$ cat src/rtl/accum_pkg.sv
// Shared op codes and FSM state encoding for the accumulator register and its
// arithmetic helper.
package accum_pkg;

  localparam logic [2:0] OP_HOLD = 3'b000;
  localparam logic [2:0] OP_LOAD = 3'b001;
  localparam logic [2:0] OP_ADD  = 3'b010;
  localparam logic [2:0] OP_SUB  = 3'b011;
  localparam logic [2:0] OP_CLR  = 3'b100;

  typedef enum logic {
    ST_IDLE = 1'b0,
    ST_ACC  = 1'b1
  } state_t;

endpackage

$ cat src/rtl/accum_addsub.sv
// Combinational signed add/subtract with overflow flag and optional clamp.
// Kept free of state so the ALU can reuse it directly.
module accum_addsub #(
  parameter int WIDTH = 16,
  parameter int SAT   = 0
) (
  input  logic signed [WIDTH-1:0] a,
  input  logic signed [WIDTH-1:0] b,
  input  logic                    sub,
  output logic signed [WIDTH-1:0] result,
  output logic                    ovf
);

  logic signed [WIDTH:0] ext;

  // Top two bits of the widened result disagree exactly when the sum left range.
  function automatic logic signed [WIDTH-1:0] saturate(input logic signed [WIDTH:0] x);
    if (x[WIDTH] != x[WIDTH-1]) begin
      return x[WIDTH] ? {1'b1, {(WIDTH-1){1'b0}}} : {1'b0, {(WIDTH-1){1'b1}}};
    end
    return x[WIDTH-1:0];
  endfunction

  always_comb begin
    ext = '0;
    if (sub) ext = {a[WIDTH-1], a} - {b[WIDTH-1], b};
    else     ext = {a[WIDTH-1], a} + {b[WIDTH-1], b};
    ovf    = ext[WIDTH] ^ ext[WIDTH-1];
    result = (SAT != 0) ? saturate(ext) : ext[WIDTH-1:0];
  end

endmodule

$ cat src/rtl/accum_reg.sv
// Accumulator register with hold/load/add/sub/clear, overflow tracking and a
// block counter that pulses done after every BLOCK_LEN add/sub operations.
module accum_reg
  import accum_pkg::*;
#(
  parameter int WIDTH     = 16,
  parameter int SAT       = 0,
  parameter int BLOCK_LEN = 8,
  parameter int CNT_W     = $clog2(BLOCK_LEN)
) (
  input  logic                    clk,
  input  logic                    rst,
  input  logic                    en,
  input  logic [2:0]              op,
  input  logic signed [WIDTH-1:0] D,
  output logic signed [WIDTH-1:0] Q,
  output logic                    ovf,
  output logic                    sticky_ovf,
  output logic                    zero,
  output logic                    neg,
  output logic [CNT_W-1:0]        cnt,
  output logic                    done,
  output logic                    busy
);

  localparam logic [CNT_W-1:0] CNT_LAST = CNT_W'(BLOCK_LEN - 1);

  logic signed [WIDTH-1:0] sum;
  logic                    sum_ovf;
  state_t                  state;

  accum_addsub #(
    .WIDTH (WIDTH),
    .SAT   (SAT)
  ) u_addsub (
    .a      (Q),
    .b      (D),
    .sub    (op == OP_SUB),
    .result (sum),
    .ovf    (sum_ovf)
  );

  // Single register stage: every accepted op lands on the following edge.
  always_ff @(posedge clk or posedge rst) begin
    if (rst) begin
      Q          <= '0;
      ovf        <= 1'b0;
      sticky_ovf <= 1'b0;
      cnt        <= '0;
      done       <= 1'b0;
      state      <= ST_IDLE;
    end else begin
      done <= 1'b0;
      if (en) begin
        case (op)
          OP_LOAD: begin
            Q     <= D;
            ovf   <= 1'b0;
            cnt   <= '0;
            state <= ST_ACC;
          end
          OP_ADD, OP_SUB: begin
            Q   <= sum;
            ovf <= sum_ovf;
            if (sum_ovf) sticky_ovf <= 1'b1;
            // Final op of a block keeps its sum in Q; only the counter rolls over.
            if (cnt == CNT_LAST) begin
              cnt   <= '0;
              done  <= 1'b1;
              state <= ST_IDLE;
            end else begin
              cnt   <= cnt + CNT_W'(1);
              state <= ST_ACC;
            end
          end
          OP_CLR: begin
            Q          <= '0;
            ovf        <= 1'b0;
            sticky_ovf <= 1'b0;
            cnt        <= '0;
            state      <= ST_IDLE;
          end
          OP_HOLD: ;
          default: ;
        endcase
      end
    end
  end

  assign zero = (Q == '0);
  assign neg  = Q[WIDTH-1];
  assign busy = (state == ST_ACC);

endmodule
$ cat config.mk
export PLATFORM = sky130hd
export DESIGN_NAME = accum_reg
export DESIGN_NICKNAME = d
export VERILOG_FILES = /design/src/rtl/accum_pkg.sv /design/src/rtl/accum_addsub.sv /design/src/rtl/accum_reg.sv
export SDC_FILE = /design/constraint.sdc
export NUM_CORES = 1
export LEC_CHECK = 0
export CELL_PAD_IN_SITES_DETAIL_PLACEMENT = 1
export CELL_PAD_IN_SITES_GLOBAL_PLACEMENT = 1
export CORE_MARGIN = 8
export CORE_UTILIZATION = 35
export CTS_CLUSTER_SIZE = 10
export DETAILED_ROUTE_END_ITERATION = 7
export PLACE_DENSITY_LB_ADDON = 0.15
export SYNTH_ARGS = -nofsm -noshare
export SYNTH_HDL_FRONTEND = slang
export SYNTH_SLANG_ARGS = --single-unit
$ cat constraint.sdc
create_clock -name clk -period 3.5 [get_ports clk]
set_clock_uncertainty 0.1 [all_clocks]
set_input_delay 0.7 -clock clk [delete_from_list [all_inputs] [get_ports clk]]
set_output_delay 0.7 -clock clk [all_outputs]
set_load 0.01 [all_outputs]
==> out/metrics.cfg, run 1 <==
[run_status]
outcome = finished, violations left
failed_checks = negative setup slack

[logic_synthesis]
ys_ff_latch = 23
synth-xor-area-share_pct = 12.39
synth_area_leaders = dfrtp_1 27%, ha_1 11%, nand2_1 7.1%, xnor2_1 6.9%, xor2_1 4.5%
netlist-cell-type-count = 48
yosys.area.top_type_share_pct = 26.64
avgSynthCellArea_um2 = 8.311
ys_warn_count = 0
synth-async-reset-ratio_pct = 100.0
ys_seq_area_share_pct = 26.64
synthesis.nets = 302
synthAdderAreaFrac_pct = 11.93
synthFlopType = dfrtp_1
synth_compound_area_share_pct = 26.58
yosysTopAreaCell = dfrtp_1
yosysMostFrequentCell = nand2_1
muxShareOfSynthArea_pct = 0.4632
synthTopCellsByCount = 41 x nand2_1, 23 x dfrtp_1, 19 x ha_1, 19 x o21ai_0, 18 x a21oi_1
synthesis.instances = 260
synth_top_family_by_area = compound AO/OA/AOI/OAI gates
syn_area_um2 = 2161
synth-edff-count = 0
yosys.area_share.simple_pct = 18.36

[detailed_routing]
vias_per_cell = 5.423
drt_iter0_markers = 85
drt_wl_total_mm = 8.711
ant_nets = 0
drc_errors = 0
drtPass1Iterations = 4
vias = 2435
wl_per_cell_um = 19.40

[power_and_ir_drop]
vdd_ir_drop_max_uv = 278.0
p_leak_nw = 1.622
finalPower_mw = 1.847
power.density_nw_per_um2 = 537.8

[layout]
area_delta_synth_final_pct = 58.95
nets = 417
insertedDiodeCount = 0
fill_cells = 735
drive_above_1_share_pct = 30.21

[grt]
grt_pass1_wl_mm = 13.33
grt_overflow = 0
grt_pass1_vias = 2632
grt_use_total_pct = 18.71
grt_start_max_net_pins = 24
antenna_found_initial = 0

[setup_path]
crit_family = simple AND/OR/NAND/NOR gates
cpMaxStageDelayCell = or4_4
end_kind = flip-flop
path_common_cell = or3_4
critical_path_required_ns = 3.61
reg2reg_depth = 8
r2r_start = Q[2]
cp_cell_sequence = buf_6 -> or3_4 -> or3_4 -> or4_4 -> buf_4 -> o21ai_2 -> xor2_1 -> ha_1 -> a21oi_1 -> o21bai_1 -> o21bai_4 -> a221oi_2 -> xnor3_1 -> o21ai_1
critPathKind = primary input to flip-flop
worst-r2r-setup-slack_ns = 0.90
crit_path_start_kind = primary input
crit_arrival_ns = 4.09
cp_max_fo = 4
reg2reg_to = ovf
critPathMaxStageDelay_ns = 0.45
cp_num_buf_inv = 2

[floorplan]
design.die.area_um2 = 8944
coreArea_um2 = 5956
rows = 28
pin_count = 47
start_util_pct = 36.28
dieHeight_um = 94.58
die_w_um = 94.58

[clock_network]
path_clk_slew_ns = 0.10
root_buffer = clkbuf_8
cts_tree = yes
clock_sinks = 23
htree_levels = 1
insertion_delay_ns = 0.28
cts_made_buffers = 3
clockBufferDepth = 2

[min_path]
min_path_cells = 2
hold_path_end = ovf
min_from = ovf
worstHoldPathType = flip-flop to flip-flop

[sta]
tightest_slew_ns = 0.9611
setup_tns_ns = -2.386
slew_headroom_pct = 35.86
hold_violations = 0
slew_violations = 0
rsz0062_at_grt = yes
layout_min_cycle_time_ns = 3.978
finalSetupViolations = 8
layout_setup_ws_ns = -0.4781
timing.fmax_ghz = 0.2514
fin_crit_sh_pct = 113.7

[flow_run]
cap_violations = 0

[placed_design]
portBuffers = 46
dp_hpwl_mm = 6.308
gp_congestion = 0.9396

## metrics by stage
step                cell area [um^2]  setup WS, ns  std cells  hold slack [ns]  util (%)
global placement                3123       -0.8619        431           0.3820     52.44
finish                          3435       -0.4781        449           0.4048     57.67
floorplan                       2175       -0.3493        260           0.4162         -
detailed placement              3123       -0.9481        431           0.3839     52.44
CTS                             3313       -0.6598        444           0.4111     55.63
global route                    3435       -0.6251        449           0.4355     57.67
## worst max-delay path by stage
stage,startpoint,cells after the start,slack (ns),endpoint
after floorplan,D[3],13,-0.35,ovf
after global placement,D[3],13,-0.86,sticky_ovf
after detailed placement,D[3],13,-0.95,ovf
after CTS,D[4],13,-0.66,ovf
after global routing,D[3],14,-0.63,ovf
final,D[3],14,-0.48,ovf
## final cells by class
class | instances | area, um^2 | share of cell area, %
Sequential cell | 23 | 575.6 | 16.76
Inverter | 8 | 30.03 | 0.8743
Tap cell | 75 | 93.84 | 2.732
Multi-Input combinational cell | 220 | 1669 | 48.60
Timing Repair Buffer | 119 | 1021 | 29.73
Clock buffer | 4 | 45.04 | 1.311
## report_power, final
part / internal [mW] / switching, mW
sequential: 0.326 / 0.0818
clock: 0.0818 / 0.106
combinational: 0.672 / 0.579
## flip-flops by register name, indices dropped and copies added (netlist names)
signal	cells
cnt	3
done	1
ovf	1
Q	16
sticky_ovf	1
busy	1
## placed cells by master, fill, tap and decap left out, types with 4 or more instances in the layout
cell type / synthesis / final
ha_1: 19 / 19
dfrtp_1: 23 / 23
nor4_1: 5 / 5
nor2_1: 17 / 15
o31ai_1: 4 / 4
xnor2_1: 17 / 16
o21ai_2: 0 / 5
buf_4: 2 / 69
a22oi_1: 9 / 8
buf_6: 1 / 6
inv_1: 8 / 8
a21oi_1: 18 / 14
clkdlybuf4s50_1: 0 / 40
o21ai_1: 7 / 8
a21o_1: 6 / 6
o21ai_0: 19 / 13
nand2_1: 41 / 38
nand2b_1: 8 / 7
xor2_1: 11 / 10
## worst register-to-register path, stage by stage (launching register included)
cell      delay (ns)
dfrtp_1         0.45
ha_1            0.39
o211ai_1        0.21
a21oi_1         0.10
o311a_1         0.36
a31o_4          0.26
xor2_4          0.16
xnor3_1         0.37
o21ai_1         0.12
## per-layer routing
metal | track usage [%] | wire (um)
met3 | 2.937 | 410
met1 | 23.91 | 3892
met4 | 4.291 | 129
met2 | 32.16 | 4278
met5 | 0 | 0
## logic make-up after synthesis
logic type      count (synthesis)
compound gates                 86
xor+xnor                       29
fa+ha+maj                      20
buf+inv                        17
flops                          23
mux                             1
simple gates                   84
## repair_timing
item,CTS,global route
hold endpoints to repair,0,0
gates resized for setup,41,18
endpoints found under the setup margin,11,11
hold buffers,0,0
buffers inserted,9,6
pin swaps,22,18
Power figures use the tool's default switching activity.
==> run 2, diff against run 1 <==
- CORE_MARGIN: 8 -> default
- CORE_UTILIZATION: 35 -> 38
==> run 2 against run 1 <==
The flow finishes with violations (design-rule violations, negative setup slack). Clock power is 2% higher. Register-to-register slack worse by 0.17 ns. Sequential share of layout area is 0.092 points higher. Critical path depth stayed put. Non-clock buffer count is 4 lower. Sequential power hardly changed. Setup slack worse by 0.13 ns. Sequential cell count stayed put. Global-route usage is 8.5 points higher. Clock-buffer cell count stayed put. First-iteration DRC count is 32% higher. Total power is 0.48% higher. Critical path type unchanged. Critical endpoint is now sticky_ovf.
==> out/metrics.cfg, run 2 (synthesis gave the netlist of run 1 again) <==
[run_status]
outcome = finished, violations left
failed_checks = design-rule violations, negative setup slack

[power_and_ir_drop]
switching_share_pct = 42.37
pwr-share-seq_pct = 22.1
power.density_nw_per_um2 = 543.4
p_switching_mw = 0.7864
vdd_ir_drop_max_uv = 290.2
clockPowerShare_pct = 10.3
intPower_mw = 1.070
p_leak_nw = 1.608
p_comb_share_pct = 67.6

[grt]
antenna_found_initial = 0
grt_start_max_net_pins = 24
grt_pass1_wl_mm = 12.65
grt_pass1_vias = 2506
grt_overflow = 0
grt_use_total_pct = 27.18

[sta]
hold_ws_ns = 0.4102
layout_min_cycle_time_ns = 4.112
layout_setup_ws_ns = -0.6122
finalSetupViolations = 7
fin_crit_sh_pct = 117.5
slew_violations = 0
rsz0062_at_grt = yes
slew_headroom_pct = 33.05
tightest_slew_ns = 1.003
timing.fmax_ghz = 0.2432
hold_violations = 0

[detailed_routing]
drt_wl_total_mm = 8.783
drc_errors = 2
vias = 2510
drt_iter0_markers = 112
ant_nets = 0
vias_per_cell = 5.679
wl_per_cell_um = 19.87
drtPass1Iterations = 6

[clock_network]
path_clk_slew_ns = 0.10
cts_tree = yes
htree_levels = 1
insertion_delay_ns = 0.28
root_buffer = clkbuf_8
cts_made_buffers = 3
clock_sinks = 23
clockBufferDepth = 2
ctsHoldBuffers = 0

[placed_design]
dp_hpwl_mm = 6.112
portBuffers = 46
gp_congestion = 0.9034
pre_cts_ws_ns = -1.073

[floorplan]
design.die.area_um2 = 5992
coreArea_um2 = 5507
start_util_pct = 39.24
dieHeight_um = 77.41
die_w_um = 77.41
pin_count = 47
rows = 27

[layout]
area_delta_synth_final_pct = 58.08
nets = 413
final_common_cell = buf_4
top_regs = Q: 16 flops, cnt: 3 flops
largest-register = Q
drive_above_1_share_pct = 29.19
largest_reg_flops = 16
insertedDiodeCount = 0
most-common-layout-cells = 64 x buf_4, 40 x clkdlybuf4s50_1, 39 x nand2_1, 23 x dfrtp_1, 19 x ha_1

[setup_path]
worst-r2r-setup-slack_ns = 0.73
crit_path_start_kind = primary input
end_kind = flip-flop
crit_arrival_ns = 4.22
critical_path_required_ns = 3.61
critPathKind = primary input to flip-flop
cp_max_fo = 3

[flow_run]
cap_violations = 0

[min_path]
worstHoldPathType = flip-flop to flip-flop

-- run 2: repair_timing --
item | in CTS | in global routing
setup buffers | 4 | 6
pin swaps | 16 | 16
resized for setup | 31 | 25
setup endpoints to repair | 10 | 12
-- run 2: layer usage --
metal  share of wire [%]  vias to the layer above  global-route usage [%]  wire [um]
met5                   0                        -                       0          0
met4                 3.0                        0                   6.981        265
met3                 4.6                       29                   3.294        402
met2                  49                       86                   47.70       4268
met1                  44                     1234                   35.06       3847
li1                    -                     1161                       -          -
-- run 2: final timing paths --
kind                             from    endpoint  cells after the start
min in group asynchronous         rst         ovf                      2
min reg2reg                sticky_ovf  sticky_ovf                      2
min                        sticky_ovf  sticky_ovf                      2
max reg2reg                      Q[0]  sticky_ovf                     11
max                              D[3]  sticky_ovf                     14
max in group asynchronous         rst        Q[0]                      2
-- run 2: critical path, stage by stage --
cell and delay, ns:
buf_6 0.09, or3_4 0.38, or3_4 0.40, or4_4 0.46, buf_6 0.15, o21ai_4 0.14, xor2_1 0.24, ha_1 0.31
buf_6 0.13, a21o_4 0.20, a21o_1 0.16, a221oi_2 0.33, xnor3_1 0.39, o21ai_1 0.13
-- run 2: area by class of cell --
| cell class | instances | area (um^2) |
|---|---|---|
| sequential | 23 | 575.6 |
| fill | 632 | 2091 |
| multi-input combinational | 220 | 1677 |
| tap | 72 | 90.09 |
| inverter | 8 | 30.03 |
| timing repair buffer | 115 | 998.5 |
| clock buffer | 4 | 45.04 |
-- run 2: power groups by stage --
| stage | registers [mW] | logic, mW | clock network, mW |
|---|---|---|---|
| global placement | 0.410 | 1.00 | 0 |
| global route | 0.418 | 1.35 | 0.196 |
| finish | 0.410 | 1.25 | 0.192 |
| floorplan | 0.415 | 0.547 | 0 |
| CTS | 0.405 | 1.11 | 0.192 |
| detailed placement | 0.408 | 1.05 | 0 |
-- run 2: metrics by stage --
stage	std cells	area (um^2)	util, %	power [mW]	setup TNS, ns
2_1_floorplan	260	2175	-	0.9619	-1.045
3_3_place_gp	428	3119	56.65	1.412	-6.306
3_5_place_dp	428	3119	56.65	1.455	-7.702
4_1_cts	436	3257	59.15	1.709	-2.764
5_1_grt	442	3416	62.03	1.960	-3.306
6_report	442	3416	62.03	1.856	-2.587
